--- config.mk ---
export PLATFORM = sky130hd
export DESIGN_NAME = uart_rx_param
export DESIGN_NICKNAME = d
export VERILOG_FILES = /design/src/rtl/uart_rx_param.sv
export SDC_FILE = /design/constraint.sdc
export NUM_CORES = 1
export LEC_CHECK = 0
export BUFFER_PORTS_ARGS = -buffer_cell sky130_fd_sc_hd__buf_2
export CAP_MARGIN = 20
export CORE_ASPECT_RATIO = 0.5
export CORE_UTILIZATION = 25
export DETAILED_ROUTE_END_ITERATION = 7
export MAX_ROUTING_LAYER = met4
export PLACE_DENSITY = 0.52
export RECOVER_POWER = 50
export SLEW_MARGIN = 20
export SYNTH_ARGS = -nofsm -noshare
export SYNTH_HDL_FRONTEND = slang
export SYNTH_SLANG_ARGS = --single-unit
--- constraint.sdc ---
create_clock -name sys_clk -period 2.2 [get_ports sys_clk]
set_input_delay 0.44 -clock sys_clk [delete_from_list [all_inputs] [get_ports sys_clk]]
set_output_delay 0.44 -clock sys_clk [all_outputs]
set_load 0.01 [all_outputs]
--- src/rtl/uart_rx_param.sv ---
// uart_rx_param -- parametrised UART receiver (start / DATA_BITS / optional parity / stop bits)
//
// Delivers one word per frame and flags parity and framing errors. A start that is no
// longer low at half a bit time is treated as a glitch and ignored. Frames that contain
// errors are still delivered, so the consumer can decide whether to drop the word.
//
// Ports
//   sys_clk     in   1          system clock
//   sys_rst_n   in   1          asynchronous active-low reset
//   rx_data     in   1          serial line, idles high, asynchronous to sys_clk
//   rx_valid    out  1          one-cycle pulse: frame complete, rx_word and flags updated
//   rx_word     out  DATA_BITS  received payload (LSB first on the line), held until next rx_valid
//   parity_err  out  1          parity mismatch in last frame (always 0 when PARITY=0)
//   frame_err   out  1          a stop bit was sampled low in last frame
//   rx_busy     out  1          high whenever the receiver is not idle
module uart_rx_param #(
   parameter int CLK_FREQ  = 50_000_000,
   parameter int BAUD      = 230_400,
   parameter int DATA_BITS = 8,
   parameter int PARITY    = 0,
   parameter int STOP_BITS = 1
) (
   input  logic                 sys_clk,
   input  logic                 sys_rst_n,
   input  logic                 rx_data,
   output logic                 rx_valid,
   output logic [DATA_BITS-1:0] rx_word,
   output logic                 parity_err,
   output logic                 frame_err,
   output logic                 rx_busy
);

   localparam int BIT_CYC = CLK_FREQ / BAUD;
   localparam int HALF    = BIT_CYC / 2;
   localparam int CNT_W   = $clog2(BIT_CYC);

   localparam logic [CNT_W-1:0] CNT_ZERO      = {CNT_W{1'b0}};
   localparam logic [CNT_W-1:0] CNT_ONE       = CNT_W'(1);
   localparam logic [CNT_W-1:0] CNT_HALF_LAST = CNT_W'(HALF - 1);
   localparam logic [CNT_W-1:0] CNT_BIT_LAST  = CNT_W'(BIT_CYC - 1);
   localparam logic [3:0]       BIDX_LAST     = 4'(DATA_BITS - 1);
   localparam logic             STOP_LAST     = 1'(STOP_BITS - 1);
   localparam logic [1:0]       PAR_MODE      = 2'(PARITY);

   typedef enum logic [2:0] {
      ST_IDLE   = 3'd0,
      ST_START  = 3'd1,
      ST_DATA   = 3'd2,
      ST_PARITY = 3'd3,
      ST_STOP   = 3'd4
   } state_t;

   // Parity check: odd mode wants an odd number of ones over data+p, even mode an even number.
   function automatic logic parity_error(input logic [DATA_BITS-1:0] d, input logic p);
      logic e;
      case (PAR_MODE)
         2'd1:    e = ~(^d ^ p);
         2'd2:    e = ^d ^ p;
         default: e = 1'b0;
      endcase
      return e;
   endfunction

   state_t               state_r;
   logic [CNT_W-1:0]     cnt_r;
   logic [3:0]           bit_idx_r;
   logic                 stop_idx_r;
   logic [DATA_BITS-1:0] shift_r;
   logic                 par_err_r;
   logic                 stop_err_r;
   logic                 sync1_r;
   logic                 sync2_r;
   logic                 prev_r;
   logic                 start_s;

   // Two-flop synchroniser plus edge-detect history; reset to idle-high so reset release
   // with the line high never looks like a start edge.
   always_ff @(posedge sys_clk or negedge sys_rst_n) begin
      if (!sys_rst_n) begin
         sync1_r <= 1'b1;
         sync2_r <= 1'b1;
         prev_r  <= 1'b1;
      end else begin
         sync1_r <= rx_data;
         sync2_r <= sync1_r;
         prev_r  <= sync2_r;
      end
   end

   assign start_s = prev_r & ~sync2_r;

   // Frame FSM: the counter restarts on every state entry, so samples land at mid-bit.
   // The final stop sample returns to IDLE half a bit early to catch back-to-back starts.
   always_ff @(posedge sys_clk or negedge sys_rst_n) begin
      if (!sys_rst_n) begin
         state_r    <= ST_IDLE;
         cnt_r      <= CNT_ZERO;
         bit_idx_r  <= 4'd0;
         stop_idx_r <= 1'b0;
         shift_r    <= {DATA_BITS{1'b0}};
         par_err_r  <= 1'b0;
         stop_err_r <= 1'b0;
         rx_valid   <= 1'b0;
         rx_word    <= {DATA_BITS{1'b0}};
         parity_err <= 1'b0;
         frame_err  <= 1'b0;
         rx_busy    <= 1'b0;
      end else begin
         rx_valid <= 1'b0;
         case (state_r)
            ST_IDLE: begin
               cnt_r <= CNT_ZERO;
               if (start_s) begin
                  state_r <= ST_START;
                  rx_busy <= 1'b1;
               end
            end
            ST_START: begin
               if (cnt_r == CNT_HALF_LAST) begin
                  cnt_r <= CNT_ZERO;
                  if (sync2_r) begin
                     // line back high at mid start bit: glitch, drop it silently
                     state_r <= ST_IDLE;
                     rx_busy <= 1'b0;
                  end else begin
                     state_r   <= ST_DATA;
                     bit_idx_r <= 4'd0;
                  end
               end else begin
                  cnt_r <= cnt_r + CNT_ONE;
               end
            end
            ST_DATA: begin
               if (cnt_r == CNT_BIT_LAST) begin
                  cnt_r   <= CNT_ZERO;
                  // LSB arrives first, so after DATA_BITS right-shifts it sits in bit 0
                  shift_r <= {sync2_r, shift_r[DATA_BITS-1:1]};
                  if (bit_idx_r == BIDX_LAST) begin
                     state_r    <= (PAR_MODE != 2'd0) ? ST_PARITY : ST_STOP;
                     stop_idx_r <= 1'b0;
                     stop_err_r <= 1'b0;
                     par_err_r  <= 1'b0;
                  end else begin
                     bit_idx_r <= bit_idx_r + 4'd1;
                  end
               end else begin
                  cnt_r <= cnt_r + CNT_ONE;
               end
            end
            ST_PARITY: begin
               if (cnt_r == CNT_BIT_LAST) begin
                  cnt_r     <= CNT_ZERO;
                  par_err_r <= parity_error(shift_r, sync2_r);
                  state_r   <= ST_STOP;
               end else begin
                  cnt_r <= cnt_r + CNT_ONE;
               end
            end
            ST_STOP: begin
               if (cnt_r == CNT_BIT_LAST) begin
                  cnt_r <= CNT_ZERO;
                  if (stop_idx_r == STOP_LAST) begin
                     rx_valid   <= 1'b1;
                     rx_word    <= shift_r;
                     parity_err <= par_err_r;
                     frame_err  <= stop_err_r | ~sync2_r;
                     state_r    <= ST_IDLE;
                     rx_busy    <= 1'b0;
                  end else begin
                     stop_idx_r <= 1'b1;
                     stop_err_r <= stop_err_r | ~sync2_r;
                  end
               end else begin
                  cnt_r <= cnt_r + CNT_ONE;
               end
            end
            default: begin
               state_r <= ST_IDLE;
               cnt_r   <= CNT_ZERO;
               rx_busy <= 1'b0;
            end
         endcase
      end
   end

endmodule
; ---- After elaboration in Yosys (flattened, before gate mapping)
; Index checks and enable logic that the tools add are counted.
[totals]
regBits = 41
input_bits = 3
rom_bits = 0
wordCells = 90
latch_bits = 0
ramBits = 0
mem_count = 0
output_inout_bits = 12
[op_classes]
multipliers = 0
reduce_logical = 14
magnitude_cmp = 0
n_eq_ne = 18
n_bitwise = 5
mux = 36
div_mod_pow = 0
shifts = 0
addsub = 2
[ops]
columns = op, count
row1 = $ne A2 B2 Y1 const B, 11
row2 = $mux W3, 7
row3 = $mux W4, 4
row4 = $mux W8, 2
row5 = $pmux W8 S2, 1
row6 = $mux W1, 15
row7 = $pmux W3 S5, 1
row8 = $reduce_and A5 Y1, 2
row9 = $add A8 B1 Y8 const B, 1
row10 = $eq A8 B7 Y1 const B, 1
row11 = $eq A8 B8 Y1 const B, 1
row12 = $pmux W4 S2, 1
row13 = $reduce_and A4 Y1, 2
row14 = $reduce_and A7 Y1, 1
row15 = $eq A3 B2 Y1 const B, 2
row16 = $pmux W1 S2, 3
row17 = $reduce_and A6 Y1, 1
row18 = $reduce_bool A2 Y1, 3
row19 = $add A4 B1 Y4 const B, 1
row20 = $eq A4 B3 Y1 const B, 1
row21 = $pmux W1 S4, 1
row22 = $eq A3 B1 Y1 const B, 1
row23 = $eq A3 B3 Y1 const B, 1
row24 = $logic_not A3 Y1, 1
row25 = 8 further kinds, 10

; ---- Longest topological paths before layout
[logic_depth]
word_depth = 5
ltp_mapped = 7
mapped_depth_nobuf = 6

; ---- Worst setup path after synthesis
; Ideal clock, no wire load.
[synth_path]
path_kind = register -> register
startpoint = reg cnt_r[2]
endpoint = reg bit_idx_r[3]
slack_ns = 0.250
t_arrival_ns = 1.824
stages_incl_launch_ff = 6
path_buffers = 1
required_time_ns = 2.074
setup_time_ns = 0.126
synth_period_minus_slack_ns = 1.950
cell_sequence = dfrtp_1 > and3b_1 > buf_6 > or4b_4 > a32o_1 > a221o_1
[synth_between]
elab_chain_len = 3
elab_cells_between_ends = 5
cone_classes = 4 x eq/ne / 1 x reduce/logical
[synth_rtl]
columns = element, line
row1 = from (decl), 65  ; logic [CNT_W-1:0] cnt_r;
row2 = from (signal assigned), 130  ; cnt_r <= cnt_r + CNT_ONE;
row3 = from (signal assigned), 147  ; cnt_r <= cnt_r + CNT_ONE;
row4 = from (signal assigned), 156  ; cnt_r <= cnt_r + CNT_ONE;
row5 = $eq A8 B7 Y1 or $eq A8 B8 Y1 (tied branches), "119, 134"
row6 = $ne A2 B2 Y1 (no line), n/a
row7 = $reduce_and A5 Y1 (no line) *, n/a
row8 = to (signal assigned), 144  ; bit_idx_r <= bit_idx_r + 4'd1;
row9 = to (decl), 66  ; logic [3:0] bit_idx_r;
; Mark *: on every way between the ends. The rest lies on a longest branch, timed or not.
; A chain may end at the register's enable or synchronous reset.

; ---- Worst setup path in the final report
[layout_path]
startpoint = reg cnt_r[0]
endpoint = reg bit_idx_r[3]
; Same word-level chain as after synthesis.

==> flow_metrics.tcl <==
set metrics [dict create \
    final-max-slew-violation-count 0 \
    fin_crit_ns 2.07 \
    grtUsageTotal 0.102 \
    dieHeight_um 60.6 \
    synth_sequential_area_ratio 0.556 \
    finalClockSkew_ns 0.00230 \
    gp_congestion 0.765 \
    path_max_fanout 4 \
    ys_types 44 \
    worstPathArrival_ns 2.23 \
    postRouteAntennaNets 0 \
    ys_warn_count 0 \
    cts_root_buffer "clkbuf_16" \
    met2_length_um 1430 \
    hold_path.class "input port to asynchronous set/reset pin" \
    cpPeakStageDelay_ns 0.54 \
    startpoint_type "flop" \
    overflow 0 \
    wl_per_cell_um 12.4 \
    fin_crit_sh 0.942 \
    clkPwrFrac 0.486 \
    cts.htree.levels 2 \
    vdd_drop_max_v 0.000337 \
    status "finished, final reports clean" \
    synthCells 143 \
    critPathKind "flop to flop" \
    internal-power_mw 1.48 \
    die_x_um 119 \
    max_cap_violations 0 \
    grt_pass1_vias 1101 \
    crit_buf_inv 0 \
    layout_common_cells "dfrtp_1, mux2_2, nor2_1" \
    antenna_found_initial 0 \
    firstDrtPassIters 4 \
    power.leakage_nw 1.01 \
    cp_top_family "compound AO/OA/AOI/OAI gates" \
    num_rows 20 \
    critical_path_required_ns 2.36 \
    p_total_mw 1.92 \
    ys_seq_elements 38 \
    via_per_inst 4.58 \
    clk_latency_ns 0.28 \
    drive_gt1_frac 0.317 \
    routedLengthMet1_um 1600 \
    synthToLayoutAreaGrowth_pct 23.7 \
    routed-wl-met3_um 88 \
    rsz0062_at_grt "no" \
    crit_chain "ha_1, nand2_1, or4b_4, a32o_1, a221o_1" \
    setup_viol 0 \
    endpoint_kind "flop" \
    combPwrFrac 0.089 \
    clock_sinks 38 \
    grt_max_degree 18 \
    worst_hold_slack_ns 0.249 \
    core_um2 6330 \
    nets 172 \
    start_util 0.271 \
    synth_nets 149 \
    dpl.hpwl_um 2260 \
    netlist_area_um2 1720 \
    cts_buffer_depth 2 \
    relSlewSlack 0.424 \
    critical_path.slowest_cell "or4b_4" \
    vias 1167 \
    ios 15 \
    top_layer_used "met4" \
    tightest_slew_ns 0.863 \
    design_area_um2 2120 \
    final_hold_viol_count 0 \
    placed_area_um2 1930 \
    cts_inserted_buffers 5 \
    routed_wl_um 3170 \
    p_sw_mw 0.435 \
    num_antenna_cells 0 \
    switching_share 0.227 \
    tritoncts "built" \
    final_common_cell "dfrtp_1" \
    die-area_um2 7220 \
    setup_tns_ns 0 \
    p_per_area_nw_per_um2 904 \
    clkSlewWorstSetupHoldPaths_ns 0.06 \
    drt-initial-drc-count 56 \
    pwr-share-seq 0.425 \
    max_freq_mhz 483 \
    post_synth.cell_area_avg_um2 12.0 \
    port_buffers 13 \
    grt_pass1_wl_um 5410 \
    drc 0 \
]
power groups by stage:
| stage | combinational [mW] | sequential, mW | clock [mW] |
|---|---|---|---|
| final | 0.170 | 0.816 | 0.933 |
| after global routing | 0.199 | 0.826 | 0.988 |
| after CTS | 0.158 | 0.819 | 0.959 |
| after detailed placement | 0.156 | 0.830 | 0 |
| after global placement | 0.156 | 0.827 | 0 |
| after floorplan | 0.120 | 0.808 | 0 |
per-layer routing:
layer / track usage / vias to the layer above
met3: 0.0226 / 7
met5: - / -
met1: 0.128 / 582
met4: 0.0542 / 0
li1: - / 560
met2: 0.157 / 18
metrics by stage:
step / worst slack [ns] / cells / utilization
final: 0.128 / 255 / 0.335
after global routing: 0.0150 / 255 / 0.335
after CTS: 0.0865 / 254 / 0.336
after detailed placement: 0.113 / 246 / 0.305
after global placement: 0.157 / 246 / 0.305
after floorplan: 0.250 / 143 / -
what timing repair did:
item,4_1_cts,5_1_grt
hold buffers,0,0
setup endpoints to repair,0,1
gates resized for setup,0,0
endpoints found under the hold margin,0,0
buffers inserted,0,1
synth_stat cells (all sizes together):
cell	count	area, um^2
and2	1	6.26
or3b	2	17.5
o41ai	1	8.76
xnor2	4	35.0
nand4b	1	8.76
and3b	2	17.5
a221o	2	21.3
nand3b	1	7.51
nand2b	4	25.0
a41o	1	10.0
a21oi	1	5.00
or4b	2	23.8
a22oi	1	7.51
nor2b	3	18.8
buf	3	23.8
nand3	6	30.0
nor2	13	51.3
dfrtp	35	876
dfstp	3	78.8
clkbuf	4	15.0
nor3	3	15.0
conb	1	3.75
o21ai	3	15.0
a32o	1	10.0
and4b	1	10.0
nand2	6	22.5
and3	5	32.5
mux2	17	191
o22ai	1	6.26
ha	3	37.5
a31oi	3	18.8
a211o	2	18.8
inv	2	7.51
o31ai	1	7.51
nor3b	1	7.51
a21boi	1	7.51
xor2	2	17.5
state kept, by name (all words and copies together), names as in the netlist:
| signal | cells |
|---|---|
| sync2_r | 1 |
| frame_err | 1 |
| rx_valid | 1 |
| rx_word | 8 |
| bit_idx_r | 4 |
| state_r | 3 |
| shift_r | 8 |
| stop_err_r | 1 |
| cnt_r | 8 |
| rx_busy | 1 |
| prev_r | 1 |
| sync1_r | 1 |
worst reg2reg max path, stage by stage, from the launching register on:
cell and delay, ns:
dfrtp_1 0.39, ha_1 0.22, nand2_1 0.11, or4b_4 0.54, a32o_1 0.33, a221o_1 0.36
worst paths after layout:
path,from,to,slack (ns),depth (start not counted)
max in group asynchronous,sys_rst_n,rx_word[0]$_DFFE_PN0P_,0.90,2
min in group sys_clk,rx_data,sync1_r$_DFF_PN1_,0.26,1
worst max-delay path,cnt_r[0]$_DFF_PN0_,bit_idx_r[3]$_DFFE_PN0P_,0.13,5
worst max register to register,cnt_r[0]$_DFF_PN0_,bit_idx_r[3]$_DFFE_PN0P_,0.13,5
worst min register to register,sync1_r$_DFF_PN1_,sync2_r$_DFF_PN1_,0.36,0
worst min-delay path,sys_rst_n,cnt_r[3]$_DFF_PN0_,0.25,1
final cells by class:
cell class                      instances  area, um^2
Clock buffer                            5         125
Clock inverter                          3        68.8
Fill cell                             632        4210
Inverter                                2        7.51
Multi-Input combinational cell         96         716
Sequential cell                        38         955
Tap cell                               88         110
Timing Repair Buffer                   23         141
kinds of logic (layout without fill, tap and decap cells):
logic type / after synthesis / count (layout) / share of synthesized area
AND/OR/NAND/NOR: 51 / 51 / 0.171
flip-flops: 38 / 38 / 0.556
AO/OA/AOI/OAI: 18 / 18 / 0.0795
multiplexers: 17 / 17 / 0.112
buffers and inverters: 9 / 33 / 0.0270
XOR/XNOR: 6 / 6 / 0.0306
adder cells (fa/ha/maj): 3 / 3 / 0.0219
other: 1 / 1 / 0.00218
(Power assumes the default switching activity.)
